## src/rtl/truth_table_sweeper.sv

```systemverilog
// Purpose : exhaustive truth-table sweeper; drives every N-bit vector to a combinational
//           DUT, samples its 1-bit response and tallies mismatches against EXPECTED.
// Latency : x/busy valid one edge after start; each vector held HOLD cycles; done after 2^N*HOLD.
// Backpressure: none; start is ignored while a sweep is running.
// Ports   : clk, rst (async, active-high), start -> begin sweep; x -> DUT stimulus;
//           f <- DUT response; busy/done/pass status; err_count, err_valid, first_err_idx results.
module truth_table_sweeper #(
    parameter int                N        = 3,
    parameter int                HOLD     = 20,
    parameter logic [(1<<N)-1:0] EXPECTED = 8'hE8
) (
    input  logic         clk,
    input  logic         rst,
    input  logic         start,
    output logic [N-1:0] x,
    input  logic         f,
    output logic         busy,
    output logic         done,
    output logic         pass,
    output logic [N:0]   err_count,
    output logic         err_valid,
    output logic [N-1:0] first_err_idx
);

    // Hold counter only needs to reach HOLD-1; keep at least one bit for HOLD==1.
    localparam int            HW        = (HOLD > 1) ? $clog2(HOLD) : 1;
    localparam logic [HW-1:0] HOLD_LAST = HW'(HOLD - 1);
    localparam logic [N-1:0]  VEC_LAST  = {N{1'b1}};

    typedef enum logic [1:0] {
        S_IDLE  = 2'd0,
        S_APPLY = 2'd1,
        S_DONE  = 2'd2
    } state_t;

    state_t        state_q;
    logic [N-1:0]  vec_q;
    logic [HW-1:0] hold_q;
    logic          busy_q;
    logic          done_q;
    logic          pass_q;
    logic [N:0]    err_cnt_q;
    logic          err_vld_q;
    logic [N-1:0]  first_idx_q;

    logic          exp_bit;
    logic          sample;
    logic          mismatch;
    logic [N:0]    err_cnt_d;
    logic          err_vld_d;
    logic [N-1:0]  first_idx_d;

    always_comb begin
        exp_bit     = EXPECTED[vec_q];
        sample      = (state_q == S_APPLY) && (hold_q == HOLD_LAST);
        // Case inequality so an X/Z response is scored as a mismatch.
        mismatch    = sample && (f !== exp_bit);
        err_cnt_d   = err_cnt_q;
        err_vld_d   = err_vld_q;
        first_idx_d = first_idx_q;
        if (mismatch) begin
            err_cnt_d = err_cnt_q + {{N{1'b0}}, 1'b1};
            if (!err_vld_q) begin
                err_vld_d   = 1'b1;
                first_idx_d = vec_q;
            end
        end
    end

    always_ff @(posedge clk or posedge rst) begin
        if (rst) begin
            state_q     <= S_IDLE;
            vec_q       <= '0;
            hold_q      <= '0;
            busy_q      <= 1'b0;
            done_q      <= 1'b0;
            pass_q      <= 1'b0;
            err_cnt_q   <= '0;
            err_vld_q   <= 1'b0;
            first_idx_q <= '0;
        end else begin
            case (state_q)
                S_IDLE, S_DONE: begin
                    if (start) begin
                        state_q     <= S_APPLY;
                        vec_q       <= '0;
                        hold_q      <= '0;
                        busy_q      <= 1'b1;
                        done_q      <= 1'b0;
                        pass_q      <= 1'b0;
                        err_cnt_q   <= '0;
                        err_vld_q   <= 1'b0;
                        first_idx_q <= '0;
                    end
                end
                S_APPLY: begin
                    err_cnt_q   <= err_cnt_d;
                    err_vld_q   <= err_vld_d;
                    first_idx_q <= first_idx_d;
                    if (sample) begin
                        hold_q <= '0;
                        if (vec_q == VEC_LAST) begin
                            // x keeps the last vector; pass uses the final tally.
                            state_q <= S_DONE;
                            busy_q  <= 1'b0;
                            done_q  <= 1'b1;
                            pass_q  <= (err_cnt_d == '0);
                        end else begin
                            vec_q <= vec_q + 1'b1;
                        end
                    end else begin
                        hold_q <= hold_q + 1'b1;
                    end
                end
                default: begin
                    state_q <= S_IDLE;
                end
            endcase
        end
    end

    assign x             = vec_q;
    assign busy          = busy_q;
    assign done          = done_q;
    assign pass          = pass_q;
    assign err_count     = err_cnt_q;
    assign err_valid     = err_vld_q;
    assign first_err_idx = first_idx_q;

endmodule

```

## config.mk

```make
export PLATFORM = sky130hd
export DESIGN_NAME = truth_table_sweeper
export DESIGN_NICKNAME = d
export VERILOG_FILES = /design/src/rtl/truth_table_sweeper.sv
export SDC_FILE = /design/constraint.sdc
export NUM_CORES = 1
export LEC_CHECK = 0
export BUFFER_PORTS_ARGS = -buffer_cell sky130_fd_sc_hd__buf_2
export CAP_MARGIN = 20
export CELL_PAD_IN_SITES_DETAIL_PLACEMENT = 0
export CELL_PAD_IN_SITES_GLOBAL_PLACEMENT = 1
export CORE_MARGIN = 8
export CORE_UTILIZATION = 40
export DETAILED_ROUTE_END_ITERATION = 16
export PLACE_DENSITY_LB_ADDON = 0.2
export REMOVE_ABC_BUFFERS = 1
export SYNTH_ARGS = -nofsm -noshare
export SYNTH_HDL_FRONTEND = slang
export SYNTH_SLANG_ARGS = --single-unit
```

## constraint.sdc

```tcl
create_clock -name clk -period 2.2 [get_ports clk]
set_input_delay 0.22 -clock clk [delete_from_list [all_inputs] [get_ports clk]]
set_output_delay 0.22 -clock clk [all_outputs]
set_load 0.02 [all_outputs]
```

# Word level (Yosys, flattened, before mapping)
# Memory sizes are Yosys's and may differ from the RTL's.
# Cells that the tools add are included.
dict set report totals {
  regBits 21
  rom_bits 8
  inputBits 4
  out_inout_bits 14
  elab_cells 68
  memories 1
}
dict set report op_classes {
  n_addsub 3
  magnitude_cmp 1
  eq_ne 11
  mux 31
  n_reduce_logical 12
}
# memory words width read_ports rd_ports_with_merged_regs wr line_no
set memory_table {}
lappend memory_table {{(name not given)} 8 1 1 0 0 54} ;# exp_bit = EXPECTED[vec_q];
# cell count
set op_table {}
lappend op_table {{3-bit two-way mux} 5}
lappend op_table {{3-bit case mux with 2 select lines} 2}
lappend op_table {{4-bit AND reduction} 3}
lappend op_table {{1-bit two-way mux} 10}
lappend op_table {{5-bit two-way mux} 2}
lappend op_table {{2-bit != test (second input constant)} 5}
lappend op_table {{5-bit case mux with 2 select lines} 1}
lappend op_table {{4-bit two-way mux} 2}
lappend op_table {{1-bit case mux with 2 select lines} 4}
lappend op_table {{4-bit case mux with 2 select lines} 1}
lappend op_table {{2-bit two-way mux} 3}
lappend op_table {{3-bit AND reduction} 2}
lappend op_table {{5-bit by 1-bit adder with 5-bit output (second input constant)} 1}
lappend op_table {{5-bit == test (second input constant)} 1}
lappend op_table {{4-bit by 1-bit adder with 4-bit output (second input constant)} 1}
lappend op_table {{4-bit logical NOT} 1}
lappend op_table {{3-bit by 4-bit less-than comparator with 1-bit output (second input constant)} 1}
lappend op_table {{2-bit case mux with 2 select lines} 1}
lappend op_table {{3-bit by 1-bit adder with 3-bit output (second input constant)} 1}
lappend op_table {{3-bit == test (second input constant)} 1}
lappend op_table {{2-bit by 1-bit == test with 1-bit output (second input constant)} 1}
lappend op_table {{2-bit == test (second input constant)} 1}
lappend op_table {{1-bit logical AND} 2}
lappend op_table {{2-bit logical NOT} 1}
lappend op_table {{5 further kinds} 5}

# Longest topological paths before layout
dict set report logic_depth {
  depth_word 9
  depth_mapped 8
  mapped_depth_nobuf 7
}

# Worst setup path before layout
# OpenSTA, ideal clock, no wires.
dict set report synth_timing {
  path_kind {register to register}
  start {register vec_q[0], in the netlist x[0]}
  end {register err_cnt_q[0], in the netlist err_count[0]}
  setup_ps 125
  arrival_ps 1721
  required_time_ps 2075
  path_slack_ps 354
  path_stages_with_launch 8
  path_buffers 1
  synth_period_minus_slack_ps 1846
  path_cell_list {dfrtp_1 -> inv_1 -> ha_1 -> nand2b_1 -> a21bo_2 -> and3_1 -> buf_4 -> mux2_4}
}
dict set report synth_via {
  elab_chain_len 6
}
# item line_no
set synth_lines {}
lappend synth_lines {{start: declaration} 37} ;# logic [N-1:0] vec_q;
lappend synth_lines {{start signal: assignment} 109} ;# vec_q <= vec_q + 1'b1;
lappend synth_lines {{memory read 8 x 1 bit} --}
lappend synth_lines {{1-bit two-way mux (implied by the code)} 54}
lappend synth_lines {{1-bit !== test} 57} ;# mismatch = sample && (f !== exp_bit);
lappend synth_lines {{1-bit logical AND} 57}
lappend synth_lines {{4-bit two-way mux} 61} ;# if (mismatch) begin
lappend synth_lines {{4-bit case mux with 2 select lines} 82} ;# case (state_q)
lappend synth_lines {{end signal: assignment} 97} ;# err_cnt_q <= err_cnt_d;
lappend synth_lines {{end: declaration} 42} ;# logic [N:0] err_cnt_q;
# Every way passes these cells. The select of a mux whose other input is x is not followed.
# A chain may end at the register's enable or synchronous reset.

# Final worst setup path
# Same ends and word-level chain as after synthesis.

==> flow_metrics.tcl <==
set metrics [dict create \
    post_synth_most_frequent_cells "nand2_1, dfrtp_1, nand3_1" \
    seq_power_share 0.436 \
    postRouteWirelength_um 2553 \
    nNetsFinal 154 \
    data_arrival_critical_path_ns 2.02 \
    root_buffer "clkbuf_4" \
    depth_of_the_most_critical_reg_to_reg_path 7 \
    cell_internal_pwr_uw 881.2 \
    port_buffers 17 \
    dieHeight_um 70.60 \
    fin_skew_ns 0.01029 \
    clkSinkCount 21 \
    min_period_ns 1.823 \
    crit_type "flip-flop to flip-flop" \
    crit-reg2reg-launch "x[0]" \
    crit_path_max_fanout 7 \
    critical_path_capture_point_type "flip-flop" \
    proportion_of_register_bits_with_asynchronous_set_or_reset_after_synthesis 1.000 \
    remaining_drc_errors 0 \
    clk_pin_slew_ns 0.12 \
    min_path_type "input pin to asynchronous set/reset pin" \
    avgViaCountPerCell 5.480 \
    reg_to_reg_end "err_count[0]" \
    clock_tree_from_tritoncts "yes" \
    run_status "finished clean" \
    report.final.slew_viol_count 0 \
    gpl.final_weighted_congestion 0.7765 \
    power.switching_fraction 0.4300 \
    synthesis.area_per_instance_um2 9.616 \
    worst_setup_path_start_kind "flip-flop" \
    die_width_um 70.60 \
    route.vias.total 970 \
    fill_cells 307 \
    cts_htree_levels 1 \
    grt_pass1_wl_um 4485 \
    cts.repair.resized 0 \
    max_cap_viols 0 \
    dominantRegCellSynth "dfrtp_1" \
    grt_use_total 0.1113 \
    dp_hpwl_um 1902 \
    final_cell_count_no_fill 177 \
    setup_tns_ns 0 \
    final_critical_path_setup_slack_ns 0.3770 \
    clock_insertion_delay_worst_skew_ns 0.30 \
    ys_seq_area_frac 0.4407 \
    p_total_uw 1546 \
    required_time_at_the_endpoint_of_the_critical_path_ns 2.40 \
    first_global_vias 956 \
    drive_above_1_share 0.2083 \
    pwr_density_cell_mw_per_mm2 1154 \
    synthDominantAreaCellType "dfrtp_1" \
    core-area_mm2 0.002953 \
    yosys_warnings 0 \
    synth.most_common_cell "nand2_1" \
    cts_hold_buf 0 \
    synth_enable_flop_cells 0 \
    grt_max_degree 22 \
    yosys_register_bits 21 \
    maxClockFrequency_ghz 0.5486 \
    slew-limit-headroom 0.4602 \
    report.final.hold_viol_count 0 \
    antenna_found_initial 0 \
    post-cts-setup-buffers 0 \
    p_comb_frac 0.445 \
    antenna_violating_nets_post_route 0 \
    grt_setup_unrepaired "false" \
    final_setup_viols 0 \
    power_share_of_the_clock_group 0.118 \
    area_growth_syn_to_layout_pct 12.38 \
    global_route.overflow_total 0 \
    proportion_of_netlist_area_held_by_the_largest_area_contributor 0.4407 \
    synthCells 124 \
    maximum_root_to_sink_buffer_count 2 \
    leakagePower_uw 0.0006636 \
    die_area_mm2 0.004984 \
    netlist_area_mm2 0.001192 \
    routed_wire_length_per_instance_um 14.42 \
    synth.distinct_cells 36 \
    dp_worst_setup_slack_ns 0.3650 \
    initial_utilization 0.4038 \
    first_pass_iteration_count_of_the_detailed_router 4 \
    io-pin-count 18 \
    tightest_slew_ns 0.8088 \
    placement_rows 20 \
    placed_cells 173 \
    timing.reg2reg.setup_slack_ns 0.38 \
    numCtsBuffers 3 \
    antennaDiodeCount 0 \
    initialDrtViolationCount 29 \
    ir_worst_vdd_mv 0.4785 \
    power_switching_uw 664.9 \
    finalCritPeriodShare 0.8286 \
    synthTopCellsByArea "dfrtp_1, nand2_1, ha_1" \
    hold_slack_ns 0.05316 \
]
flip-flops by register name, summed over array words and instances (netlist names):
signal,cells
hold_q,5
pass,1
state_q,2
err_count,4
x,3
busy,1
err_valid,1
first_err_idx,3
done,1
metal layers:
metal,global-route usage,vias up,share of wire
met5,0,-,0
met4,0.02771,0,0.0074
met1,0.1367,471,0.48
li1,-,483,-
met2,0.1825,14,0.48
met3,0.03672,2,0.034
final cells by class:
type | count | area (um^2) | area share
clock buffers | 4 | 26.28 | 0.01961
inverters | 5 | 18.77 | 0.01401
multi-input cells | 96 | 635.6 | 0.4743
flip-flops and latches | 21 | 525.5 | 0.3922
well taps | 33 | 41.29 | 0.03081
repair buffers | 18 | 92.59 | 0.06909
worst max-delay path, cell delays in order, from the launching register on:
cell and delay [ns]:
dfrtp_1 0.42, inv_1 0.09, ha_1 0.19, nand2b_1 0.15, nand3b_1 0.22, and3_1 0.33
nor2_2 0.08, mux2_4 0.25
cells in the final DEF (no fill, tap or decap):
master and count:
o31ai_2 1, nand4_1 3, a31oi_1 2, mux2i_1 4
nor2b_1 2, nand3_1 12, and3_1 2, nor2_2 1
clkbuf_4 3, o21a_1 1, nand2_1 22, and4bb_1 1
inv_1 5, a211oi_1 1, a22o_1 2, and4_1 1
ha_1 5, dfrtp_1 21, and3_4 1, nor2_1 7
o21ai_0 4, nand2b_1 4, and4b_1 1, and2b_1 1
buf_4 1, clkbuf_1 1, nand3b_1 1, nand2b_4 1
buf_2 17, nor2_4 1, a21oi_1 4, a21bo_2 1
nand4bb_4 1, a211oi_2 1, mux2_4 1, a311oi_1 1
a22oi_1 2, o21ai_1 4
power by group through the flow:
| stage | Sequential [uW] | Combinational [uW] | Clock (uW) |
|---|---|---|---|
| 6_report | 675 | 689 | 182 |
| 5_1_grt | 698 | 784 | 211 |
| 4_1_cts | 674 | 699 | 196 |
| 3_5_place_dp | 681 | 695 | 0 |
| 3_3_place_gp | 672 | 684 | 0 |
| 2_1_floorplan | 750 | 421 | 0 |
worst max path at each step:
stage               start      endpoint  slack (ns)  cells past startpoint
CTS                  x[0]  err_count[0]        0.36                      7
finish               x[0]  err_count[0]        0.38                      7
floorplan            x[0]  err_count[0]        0.40                      7
detailed placement   x[0]  err_count[0]        0.36                      7
global route         x[0]  err_count[0]        0.23                      7
global placement     x[0]  err_count[0]        0.41                      7
stage by stage:
step                      area (um^2)  utilization
after detailed placement         1314       0.4449
after CTS                        1340       0.4538
after global routing             1340       0.4538
after global placement           1314       0.4449
final                            1340       0.4538
after floorplan                  1180            -
cells by family (layout without fill, tap and decap cells):
| family | after synthesis | count (layout) | synth area share |
|---|---|---|---|
| buffers and inverters | 7 | 27 | 0.02623 |
| AOI/OAI and AO/OA | 24 | 24 | 0.1375 |
| adders and majority gates | 5 | 5 | 0.05247 |
| DFF | 21 | 21 | 0.4407 |
| and+or+nand+nor | 62 | 62 | 0.2970 |
| muxes | 5 | 5 | 0.04617 |
No activity file was read; power rests on OpenSTA's default activity.
